File: src/rtl/axi_vip_lite_wr_master.sv
// axi_vip_lite_wr_master
// Lightweight AXI4-Lite write master. Commands (address, data, strobe) are
// queued in a small FIFO and issued one at a time on AW and W. Both channels
// are raised together and may complete in either order. Write responses are
// collected on B. A one-cycle status pulse and an error counter report each
// response.
//
// Ports
//   clk, rst                      clock, asynchronous active-high reset
//   cmd_valid/cmd_ready           command handshake (cmd_ready is registered)
//   cmd_addr, cmd_data, cmd_strb  command payload
//   AWADDR/AWVALID/AWREADY        AXI write address channel
//   WDATA/WSTRB/WVALID/WREADY     AXI write data channel
//   BRESP/BVALID/BREADY           AXI write response channel
//   rsp_valid, rsp_resp           one-cycle pulse per response, with its code
//   outstanding                   writes issued and still waiting for B
//   err_cnt                       saturating count of non-OKAY responses
//   idle                          nothing queued, nothing issuing, nothing in flight
module axi_vip_lite_wr_master #(
  parameter int AXI_ADDR_WIDTH  = 32,
  parameter int AXI_DATA_WIDTH  = 32,
  parameter int CMD_DEPTH       = 4,
  parameter int MAX_OUTSTANDING = 4
) (
  input  logic                        clk,
  input  logic                        rst,
  input  logic                        cmd_valid,
  output logic                        cmd_ready,
  input  logic [AXI_ADDR_WIDTH-1:0]   cmd_addr,
  input  logic [AXI_DATA_WIDTH-1:0]   cmd_data,
  input  logic [AXI_DATA_WIDTH/8-1:0] cmd_strb,
  output logic [AXI_ADDR_WIDTH-1:0]   AWADDR,
  output logic                        AWVALID,
  input  logic                        AWREADY,
  output logic [AXI_DATA_WIDTH-1:0]   WDATA,
  output logic [AXI_DATA_WIDTH/8-1:0] WSTRB,
  output logic                        WVALID,
  input  logic                        WREADY,
  input  logic [1:0]                  BRESP,
  input  logic                        BVALID,
  output logic                        BREADY,
  output logic                        rsp_valid,
  output logic [1:0]                  rsp_resp,
  output logic [3:0]                  outstanding,
  output logic [15:0]                 err_cnt,
  output logic                        idle
);

  localparam int STRB_W = AXI_DATA_WIDTH / 8;
  localparam int PTR_W  = $clog2(CMD_DEPTH);
  localparam logic [PTR_W:0] DEPTH_C = (PTR_W + 1)'(CMD_DEPTH);
  localparam logic [PTR_W:0] ONE_C   = (PTR_W + 1)'(1);
  localparam logic [4:0]     MAX_C   = 5'(MAX_OUTSTANDING);

  typedef enum logic [1:0] {IDLE, ISSUE, WAIT_W, WAIT_AW} state_t;

  state_t state, state_nxt;

  logic [AXI_ADDR_WIDTH-1:0] addr_mem [CMD_DEPTH];
  logic [AXI_DATA_WIDTH-1:0] data_mem [CMD_DEPTH];
  logic [STRB_W-1:0]         strb_mem [CMD_DEPTH];

  logic [PTR_W-1:0] rd_ptr, wr_ptr, nxt_idx;
  logic [PTR_W:0]   count, count_nxt;

  logic push, pop, aw_hs, w_hs, b_hs;
  logic complete, load, bypass, permit_idle, permit_after;
  logic [4:0] out_ext, out_dec, out_after;

  logic [AXI_ADDR_WIDTH-1:0] load_addr;
  logic [AXI_DATA_WIDTH-1:0] load_data;
  logic [STRB_W-1:0]         load_strb;

  function automatic logic [15:0] sat_inc16(input logic [15:0] v);
    return (v == 16'hFFFF) ? v : v + 16'd1;
  endfunction

  assign push   = cmd_valid & cmd_ready;
  assign pop    = complete;
  assign aw_hs  = AWVALID & AWREADY;
  assign w_hs   = WVALID & WREADY;
  assign BREADY = (outstanding != 4'd0);
  assign b_hs   = BVALID & BREADY;

  assign AWVALID = (state == ISSUE) || (state == WAIT_AW);
  assign WVALID  = (state == ISSUE) || (state == WAIT_W);
  assign idle    = (count == '0) && (state == IDLE) && (outstanding == 4'd0);

  assign count_nxt = count + (PTR_W + 1)'(push) - (PTR_W + 1)'(pop);

  // A B handshake in this cycle already frees its slot for the issue decision.
  assign out_ext   = {1'b0, outstanding};
  assign out_dec   = out_ext - {4'd0, b_hs};
  assign out_after = out_dec + 5'd1;

  assign permit_idle  = (count != '0) && (out_dec < MAX_C);
  // After a pop the next entry is either still in the FIFO or is the command
  // being pushed this very cycle; the latter is taken straight from the
  // command inputs so a streaming source sees no bubble.
  assign permit_after = ((count > ONE_C) || push) && (out_after < MAX_C);
  assign bypass       = complete && (count == ONE_C);
  assign nxt_idx      = complete ? rd_ptr + PTR_W'(1) : rd_ptr;

  always_comb begin
    load_addr = addr_mem[nxt_idx];
    load_data = data_mem[nxt_idx];
    load_strb = strb_mem[nxt_idx];
    if (bypass) begin
      load_addr = cmd_addr;
      load_data = cmd_data;
      load_strb = cmd_strb;
    end
  end

  always_comb begin
    state_nxt = state;
    complete  = 1'b0;
    load      = 1'b0;
    case (state)
      IDLE: begin
        if (permit_idle) begin
          state_nxt = ISSUE;
          load      = 1'b1;
        end
      end
      ISSUE: begin
        if (aw_hs && w_hs) complete = 1'b1;
        else if (aw_hs)    state_nxt = WAIT_W;
        else if (w_hs)     state_nxt = WAIT_AW;
      end
      WAIT_W:  if (w_hs)  complete = 1'b1;
      WAIT_AW: if (aw_hs) complete = 1'b1;
      default: state_nxt = IDLE;
    endcase
    if (complete) begin
      if (permit_after) begin
        state_nxt = ISSUE;
        load      = 1'b1;
      end else begin
        state_nxt = IDLE;
      end
    end
  end

  // Command FIFO storage
  always_ff @(posedge clk) begin
    if (push) begin
      addr_mem[wr_ptr] <= cmd_addr;
      data_mem[wr_ptr] <= cmd_data;
      strb_mem[wr_ptr] <= cmd_strb;
    end
  end

  // FIFO pointers and registered ready
  always_ff @(posedge clk or posedge rst) begin
    if (rst) begin
      rd_ptr    <= '0;
      wr_ptr    <= '0;
      count     <= '0;
      cmd_ready <= 1'b0;
    end else begin
      if (push) wr_ptr <= wr_ptr + PTR_W'(1);
      if (pop)  rd_ptr <= rd_ptr + PTR_W'(1);
      count     <= count_nxt;
      cmd_ready <= (count_nxt != DEPTH_C);
    end
  end

  // Issue FSM and channel payload registers
  always_ff @(posedge clk or posedge rst) begin
    if (rst) begin
      state  <= IDLE;
      AWADDR <= '0;
      WDATA  <= '0;
      WSTRB  <= '0;
    end else begin
      state <= state_nxt;
      if (load) begin
        AWADDR <= load_addr;
        WDATA  <= load_data;
        WSTRB  <= load_strb;
      end
    end
  end

  // Response tracking and status
  always_ff @(posedge clk or posedge rst) begin
    if (rst) begin
      outstanding <= 4'd0;
      rsp_valid   <= 1'b0;
      rsp_resp    <= 2'b00;
      err_cnt     <= 16'd0;
    end else begin
      outstanding <= 4'(out_dec + {4'd0, complete});
      rsp_valid   <= b_hs;
      if (b_hs) begin
        rsp_resp <= BRESP;
        if (BRESP != 2'b00) err_cnt <= sat_inc16(err_cnt);
      end
    end
  end

endmodule

File: config.mk
export PLATFORM = sky130hd
export DESIGN_NAME = axi_vip_lite_wr_master
export DESIGN_NICKNAME = d
export VERILOG_FILES = /design/src/rtl/axi_vip_lite_wr_master.sv
export SDC_FILE = /design/constraint.sdc
export NUM_CORES = 1
export LEC_CHECK = 0
export CORE_MARGIN = 4
export CORE_UTILIZATION = 25
export CTS_BUF_LIST = sky130_fd_sc_hd__clkbuf_8
export DETAILED_ROUTE_END_ITERATION = 10
export DONT_BUFFER_PORTS = 1
export GPL_ROUTABILITY_DRIVEN = 1
export GPL_TIMING_DRIVEN = 0
export PLACE_DENSITY = 0.36
export SYNTH_ARGS = -nofsm -noshare
export SYNTH_HDL_FRONTEND = slang
export SYNTH_SLANG_ARGS = --single-unit
File: constraint.sdc
create_clock -name clk -period 3.5 [get_ports clk]
set_input_delay 0.35 -clock clk [delete_from_list [all_inputs] [get_ports clk]]
set_output_delay 0.35 -clock clk [all_outputs]
set_load 0.005 [all_outputs]
# Word level (Yosys, flattened, before mapping)
# Memories as Yosys holds them, arrays and structs flattened.
# Index checks and enable logic that the tools add are counted.
dict set report word_totals {
  output_inout_bits 96
  regBits 101
  mem_count 3
  mem_bits_rw 272
}
dict set report classes {
  reduce_logical 18
  eq_ne 9
  n_mux 21
  bitwise_logic 5
  n_addsub 8
  order_cmp 3
}
# memory words width read_ports rd_clocked_by_memory_dff write_ports line
set memory_table {}
lappend memory_table {addr_mem 4 32 1 0 1 59} ;# logic [AXI_ADDR_WIDTH-1:0] addr_mem [CMD_DEPTH];
lappend memory_table {data_mem 4 32 1 0 1 60} ;# logic [AXI_DATA_WIDTH-1:0] data_mem [CMD_DEPTH];
lappend memory_table {strb_mem 4 4 1 0 1 61} ;# logic [STRB_W-1:0] strb_mem [CMD_DEPTH];
# cell count
set op_table {}
lappend op_table {{$mux 32} 2}
lappend op_table {{$add 16x1->16 const B} 1}
lappend op_table {{$eq 16x16->1 const B} 1}
lappend op_table {{$mux 2} 6}
lappend op_table {{$lt 5x3->1 const B} 2}
lappend op_table {{$mux 1} 10}
lappend op_table {{$ne 3x3->1 const B} 3}
lappend op_table {{$logic_and 1x1->1} 6}
lappend op_table {{$reduce_bool 3->1} 2}
lappend op_table {{$add 5x1->5 const B} 1}
lappend op_table {{$sub 4x1->5} 1}
lappend op_table {{$add 2x1->2 const B} 2}
lappend op_table {{$add 4x1->4} 1}
lappend op_table {{$and 1x1->1} 4}
lappend op_table {{$eq 2x2->1 const B} 2}
lappend op_table {{$logic_not 4->1} 1}
lappend op_table {{$mux 4} 1}
lappend op_table {{$ne 4x4->1 const B} 1}
lappend op_table {{$pmux 2 s2} 1}
lappend op_table {{$reduce_and 4->1} 1}
lappend op_table {{$reduce_bool 4->1} 1}
lappend op_table {{$add 3x1->3} 1}
lappend op_table {{$eq 3x1->1 const B} 1}
lappend op_table {{$gt 3x1->1 const B} 1}
lappend op_table {{9 further kinds} 11}

# Longest topological paths before layout
dict set report logic_depth {
  ltp_word 9
  mapped_depth 13
  depth_no_buf 11
}

# Least setup slack after synthesis
# OpenSTA, ideal clock, no wires.
dict set report synth_timing {
  kind {register -> register}
  from {register state[0]}
  to {register cmd_ready}
  slack_ns 0.778
  path_stages_with_launch 14
  t_arrival_ns 2.597
  path_buffers 2
  synth_period_minus_slack_ns 2.722
  cell_sequence {dfrtp_1 -> inv_1 -> ha_1 -> a32oi_1 -> o22a_2 -> inv_2 -> buf_4 -> buf_2 -> ha_1 -> inv_1 -> ha_1 -> fa_1 -> xnor2_1 -> nand2_1}
}
dict set report synth_via {
  elab_chain_cells 8
  word_cells_on_any_way 14
  cone_classes {1 x add/sub; 4 x eq/ne; 4 x mux; 2 x bitwise; 3 x reduce/logical}
}
# item line
set synth_lines {}
lappend synth_lines {{from (decl)} 57} ;# state_t state, state_nxt;
lappend synth_lines {{from (signal assigned)} 177} ;# state <= state_nxt;
lappend synth_lines {{$eq 2x1->1 or $eq 2x2->1 (tied branches)} 86} ;# assign WVALID = (state == ISSUE) || (state == WAIT_W);
lappend synth_lines {{$logic_or 1x1->1 (*)} 86}
lappend synth_lines {{net WVALID} 37} ;# output logic WVALID,
lappend synth_lines {{$and 1x1->1 (*)} 81} ;# assign w_hs = WVALID & WREADY;
lappend synth_lines {{$logic_and 1x1->1} 127} ;# if (aw_hs && w_hs) complete = 1'b1;
lappend synth_lines {{$mux 1} 127}
lappend synth_lines {{$pmux 1 s3 (*)} 119} ;# case (state)
lappend synth_lines {{$sub 3x1->3 (*)} 89} ;# assign count_nxt = count + (PTR_W + 1)'(push) - (PTR_W + 1)'(pop);
lappend synth_lines {{net count_nxt[2]} 64} ;# logic [PTR_W:0] count, count_nxt;
lappend synth_lines {{$ne 3x3->1 (*)} 165} ;# cmd_ready <= (count_nxt != DEPTH_C);
lappend synth_lines {{to (signal assigned)} 165}
lappend synth_lines {{to (decl)} 28} ;# output logic cmd_ready,
# The timed path passes the listed nets; every way through them passes the cells marked *.
# A chain may end at the register's enable or synchronous reset.

# Worst setup path after layout
dict set report layout_timing {
  from {register state[0]}
  to {register AWADDR[12]}
}
dict set report layout_via {
  elab_chain_cells 9
  word_cells_on_any_way 20
  cone_classes {3 x eq/ne; 9 x mux; 2 x bitwise; 5 x reduce/logical; 1 x memory}
}
# item line
set layout_lines {}
lappend layout_lines {{$eq 2x1->1 or $eq 2x2->1 (tied branches)} 86}
lappend layout_lines {{$logic_or 1x1->1 (*)} 86}
lappend layout_lines {{net WVALID} 37}
lappend layout_lines {{$and 1x1->1 (*)} 81}
lappend layout_lines {{$logic_and 1x1->1} 127}
lappend layout_lines {{$mux 1} 127}
lappend layout_lines {{$pmux 1 s3 (*)} 119}
lappend layout_lines {{$mux 2} -}
lappend layout_lines {{$mem_v2 4x32} -}
lappend layout_lines {{$mux 32} 108} ;# if (bypass) begin
lappend layout_lines {{to (signal assigned)} 179} ;# AWADDR <= load_addr;
lappend layout_lines {{to (decl)} 32} ;# output logic [AXI_ADDR_WIDTH-1:0] AWADDR,
# Marks and branches as above.

==> insert_results.sql <==
INSERT INTO impl_metrics (metric_group, metric, value, unit) VALUES
('power_and_ir_drop', 'largest_vdd_supply_drop', '0.3157', 'mV'),
('clock_network', 'clock-sinks', '373', ''),
('final_layout', 'layout-area-overhead-vs-synth', '21.33', '%'),
('synth', 'yosys_most_used_dff', 'edfxtp_1', ''),
('critical_path', 'critical_path_arrival', '3.79', 'ns'),
('clock_network', 'cts_tree', 'yes', ''),
('critical_path', 'critPathMaxFanout', '10', ''),
('worst_hold_path', 'min-delay-start', 'BRESP[0]', ''),
('floorplanning', 'dieWidth', '268.8', 'um'),
('routing', 'num_vias', '13020', ''),
('floorplanning', 'io_pins', '172', ''),
('floorplanning', 'die_extent_in_y', '268.8', 'um'),
('worst_hold_path', 'min_path_type', 'in -> reg', ''),
('routing', 'drt-pass1-iter-count', '7', ''),
('synth', 'asr_flop_ratio_synth', '27.08', '%'),
('final_layout', 'post_route_cells_drive_above_1_share', '10.01', '%'),
('routing', 'remaining_drc_errors', '0', ''),
('synth', 'synth.cell_area', '0.01700', 'mm^2'),
('critical_path', 'worst_ep_required_time', '4.05', 'ns'),
('routing', 'drtAntennaViolNets', '0', ''),
('timing', 'tns', '0', 'ns'),
('grt', 'grt_util_all_layers', '16.63', '%'),
('clock_network', 'cts.htree.levels', '3', ''),
('grt', 'globalRoute.totalOverflow', '0', ''),
('routing', 'drt_wl_total', '60690', 'um'),
('clock_network', 'clockBufferDepth', '3', ''),
('placed_design', 'dp_hpwl', '38480', 'um'),
('timing', 'period_minus_slack', '3.246', 'ns'),
('synth', 'syn_inst', '1545', ''),
('final_layout', 'post-route-util', '30.65', '%'),
('grt', 'antenna_violations_before_repair', '7', ''),
('timing', 'final_hold_viol_count', '0', ''),
('critical_path', 'startpoint_type_of_the_worst_setup_path', 'flip-flop', ''),
('critical_path', 'critical_path.slowest_cell', 'buf_1', ''),
('synth', 'synthesis.yosys.warnings', '0', ''),
('worst_hold_path', 'min_path_cells', '4', ''),
('synth', 'synth-seq-area-share', '62.92', '%'),
('routing', 'initialDrtViolationCount', '813', ''),
('timing', 'timing_max_transition_violations_final', '0', ''),
('timing', 'worst_slew_pin_slew', '1.188', 'ns'),
('critical_path', 'path_class', 'reg -> reg', ''),
('timing', 'layout_setup_ws', '0.2539', 'ns'),
('critical_path', 'critical_path.cell_chain', 'inv_1, ha_1, a32oi_1, o22a_2, buf_2, buf_1, nor3_1, nor4_1, nand2_1, a31oi_1', ''),
('power_and_ir_drop', 'p_leak', '7.265', 'nW'),
('clock_network', 'insertion_delay', '0.66', 'ns'),
('placed_design', 'portBuffers', '0', ''),
('critical_path', 'reg2reg_depth', '10', ''),
('critical_path', 'rrSetupSlack', '0.25', 'ns'),
('floorplanning', 'starting_density', '25.27', '%'),
('grt', 'wire_length_of_the_first_global_routing_pass', '89510', 'um'),
('floorplanning', 'placeableCoreArea', '0.06728', 'mm^2'),
('timing', 'timing.final.setup_violations', '0', ''),
('critical_path', 'worstSetupEndpointType', 'flip-flop', ''),
('synth', 'synth.net_count', '1638', ''),
('critical_path', 'reg2reg_from', 'state[0]$_DFFE_PP0P_', ''),
('synth', 'postSynthRegisterBits', '373', ''),
('placed_design', 'placed_cells_incl_taps', '2423', ''),
('timing', 'min_period_over_period', '92.75', '%'),
('placed_design', 'preCtsSetupSlack', '-0.3810', 'ns'),
('floorplanning', 'floorplan.rows', '95', ''),
('synth', 'post_synth_num_cell_types', '51', ''),
('synth', 'synth_enable_flop_cells', '272', ''),
('timing', 'slew_headroom', '20.42', '%'),
('routing', 'drt-wirelength-per-cell', '22.95', 'um'),
('final_layout', 'finish.cell_count_without_fillers', '2644', ''),
('clock_network', 'clockRootBuffer', 'clkbuf_8', ''),
('synth', 'syn_area_per_cell', '11.00', 'um^2'),
('outcome', 'run_status', 'finished, final reports clean', ''),
('grt', 'grt_start_max_net_pins', '61', ''),
('floorplanning', 'fp.dieArea', '0.07223', 'mm^2'),
('placed_design', 'place.gp.congestion', '0.7366', ''),
('final_layout', 'design.final.nets', '1802', ''),
('clock_network', 'tritoncts.num_buffers', '75', ''),
('critical_path', 'timing.rr.end', 'AWADDR[12]$_DFFE_PP0P_', ''),
('worst_hold_path', 'sink_of_the_worst_hold_path', 'err_cnt[2]$_DFFE_PP0P_', ''),
('job', 'max-cap-violations', '0', ''),
('grt', 'first_global_vias', '13330', ''),
('critical_path', 'crit_path_max_incr_delay', '0.53', 'ns'),
('clock_network', 'clkSlewWorstSetupHoldPaths', '0.06', 'ns'),
('timing', 'clock.fmax', '308.1', 'MHz'),
('timing', 'clock-skew-final', '0.03357', 'ns'),
('routing', 'drt-vias-per-instance', '4.926', ''),
('power_and_ir_drop', 'power_density', '941.6', 'mW/mm^2');
synth_stat cells (2+ instances only):
master	instances	share of area, %
a21oi_1	76	2.2
a22oi_1	2	0.088
a31oi_1	136	5.0
and2_1	3	0.11
and3_1	8	0.29
buf_1	6	0.13
buf_2	43	1.3
buf_4	2	0.088
clkbuf_1	76	1.7
dfrtp_1	101	15
edfxtp_1	272	48
ha_1	16	1.2
inv_1	19	0.42
mux2_2	2	0.13
mux2i_1	70	4.1
nand2_1	155	3.4
nand2b_1	2	0.074
nand3_1	9	0.26
nand4_1	3	0.11
nor2_1	149	3.3
nor2b_1	7	0.26
nor3_1	270	7.9
nor4_1	68	2.5
o211ai_1	2	0.088
o21ai_0	6	0.18
or2_2	2	0.074
xnor2_1	14	0.72
xor2_1	3	0.15
registers in the layout, summed over array words and instances (netlist names):
signal	count
addr_mem	128
data_mem	128
AWADDR	32
WDATA	32
err_cnt	16
strb_mem	16
WSTRB	4
outstanding	4
count	3
rd_ptr	2
rsp_resp	2
state	2
wr_ptr	2
cmd_ready	1
rsp_valid	1
kinds of logic (layout without fill, tap and decap cells):
logic type | after synthesis | in the layout | synth area share [%]
AND/OR/NAND/NOR | 683 | 683 | 18.70
flip-flops | 373 | 373 | 62.92
AO/OA/AOI/OAI | 235 | 235 | 8.318
buffers and inverters | 148 | 371 | 3.629
multiplexers | 72 | 72 | 4.255
adder cells (fa/ha/maj) | 17 | 17 | 1.296
XOR/XNOR | 17 | 17 | 0.8760
other | 0 | 3 | 0
power breakdown:
part | leakage, nW | internal [mW] | switching (mW) | total [mW]
sequential | 3.62 | 5.96 | 0.732 | 6.69
clock | 0.870 | 2.55 | 2.04 | 4.59
combinational | 2.77 | 2.47 | 5.67 | 8.14
metrics by stage:
| stage | power (mW) | cell area (um^2) | hold slack, ns |
|---|---|---|---|
| 2_1_floorplan | 11.69 | 17000 | 0.4489 |
| 3_3_place_gp | 14.79 | 18090 | 0.4493 |
| 3_5_place_dp | 14.86 | 18250 | 0.2672 |
| 4_1_cts | 19.78 | 20570 | 0.01072 |
| 5_1_grt | 20.85 | 20620 | 0.08320 |
| 6_report | 19.42 | 20620 | 0.08249 |
cells in the final DEF, fill, tap and decap left out, types with 7 or more instances in the layout:
cell type      synthesis  final
clkinv_2               0      7
edfxtp_1             272    272
clkinv_1               1      9
a21oi_1               76     76
nand2_1              155    155
ha_1                  16     16
buf_2                 43     37
clkbuf_2               0      8
nor2b_1                7      7
clkbuf_1              76     68
xnor2_1               14     14
dfrtp_1              101    101
nor3_1               270    270
a31oi_1              136    136
inv_1                 19     46
dlygate4sd3_1          0     78
nor4_1                68     68
mux2i_1               70     70
clkbuf_8               0     83
nand3_1                9      9
nor2_1               149    149
area by class of cell:
cell class | instances | area [um^2]
Multi-Input combinational cell | 1024 | 5717
Antenna cell | 3 | 7.507
Timing Repair Buffer | 87 | 960.9
Clock inverter | 53 | 361.6
Fill cell | 6902 | 46650
Sequential cell | 373 | 10700
Clock buffer | 83 | 1142
Tap cell | 873 | 1092
Buffer | 127 | 563.0
Inverter | 21 | 83.83
critical path, delay by kind of cell (launching register included):
family	cells	cell delay (ns)
buffers and inverters	3	0.97
DFF	1	0.40
AOI/OAI and AO/OA	3	0.65
adders and majority gates	1	0.39
and+or+nand+nor	3	0.73
worst max path at each step:
stage	slack, ns	to	cells past startpoint	from
global placement	-1.67	AWADDR[23]$_DFFE_PP0P_	1	rst
floorplan	0.50	AWADDR[0]$_DFFE_PP0P_	1	rst
detailed placement	-0.38	AWADDR[7]$_DFFE_PP0P_	10	outstanding[1]$_DFF_PP0_
CTS	0.006	AWADDR[14]$_DFFE_PP0P_	12	outstanding[1]$_DFF_PP0_
global route	-0.008	WDATA[27]$_DFFE_PP0P_	13	outstanding[2]$_DFF_PP0_
finish	0.25	AWADDR[12]$_DFFE_PP0P_	10	state[0]$_DFFE_PP0P_
metal layers:
layer / part of all wire [%] / global-route usage, % / wire length [um]
met3: 6.2 / 4.079 / 3791
met5: 0.082 / 0 / 50
met1: 44 / 21.50 / 26520
met2: 48 / 27.70 / 28920
met4: 2.3 / 5.114 / 1399
timing repair:
item / CTS / global route
buffers inserted: 3 / 1
hold buffers: 78 / 0
setup endpoints to repair: 68 / 68
pin swaps: 0 / 1
gates resized for setup: 2 / 21
hold endpoints to repair: 418 / 0
Power figures use the tool's default switching activity.
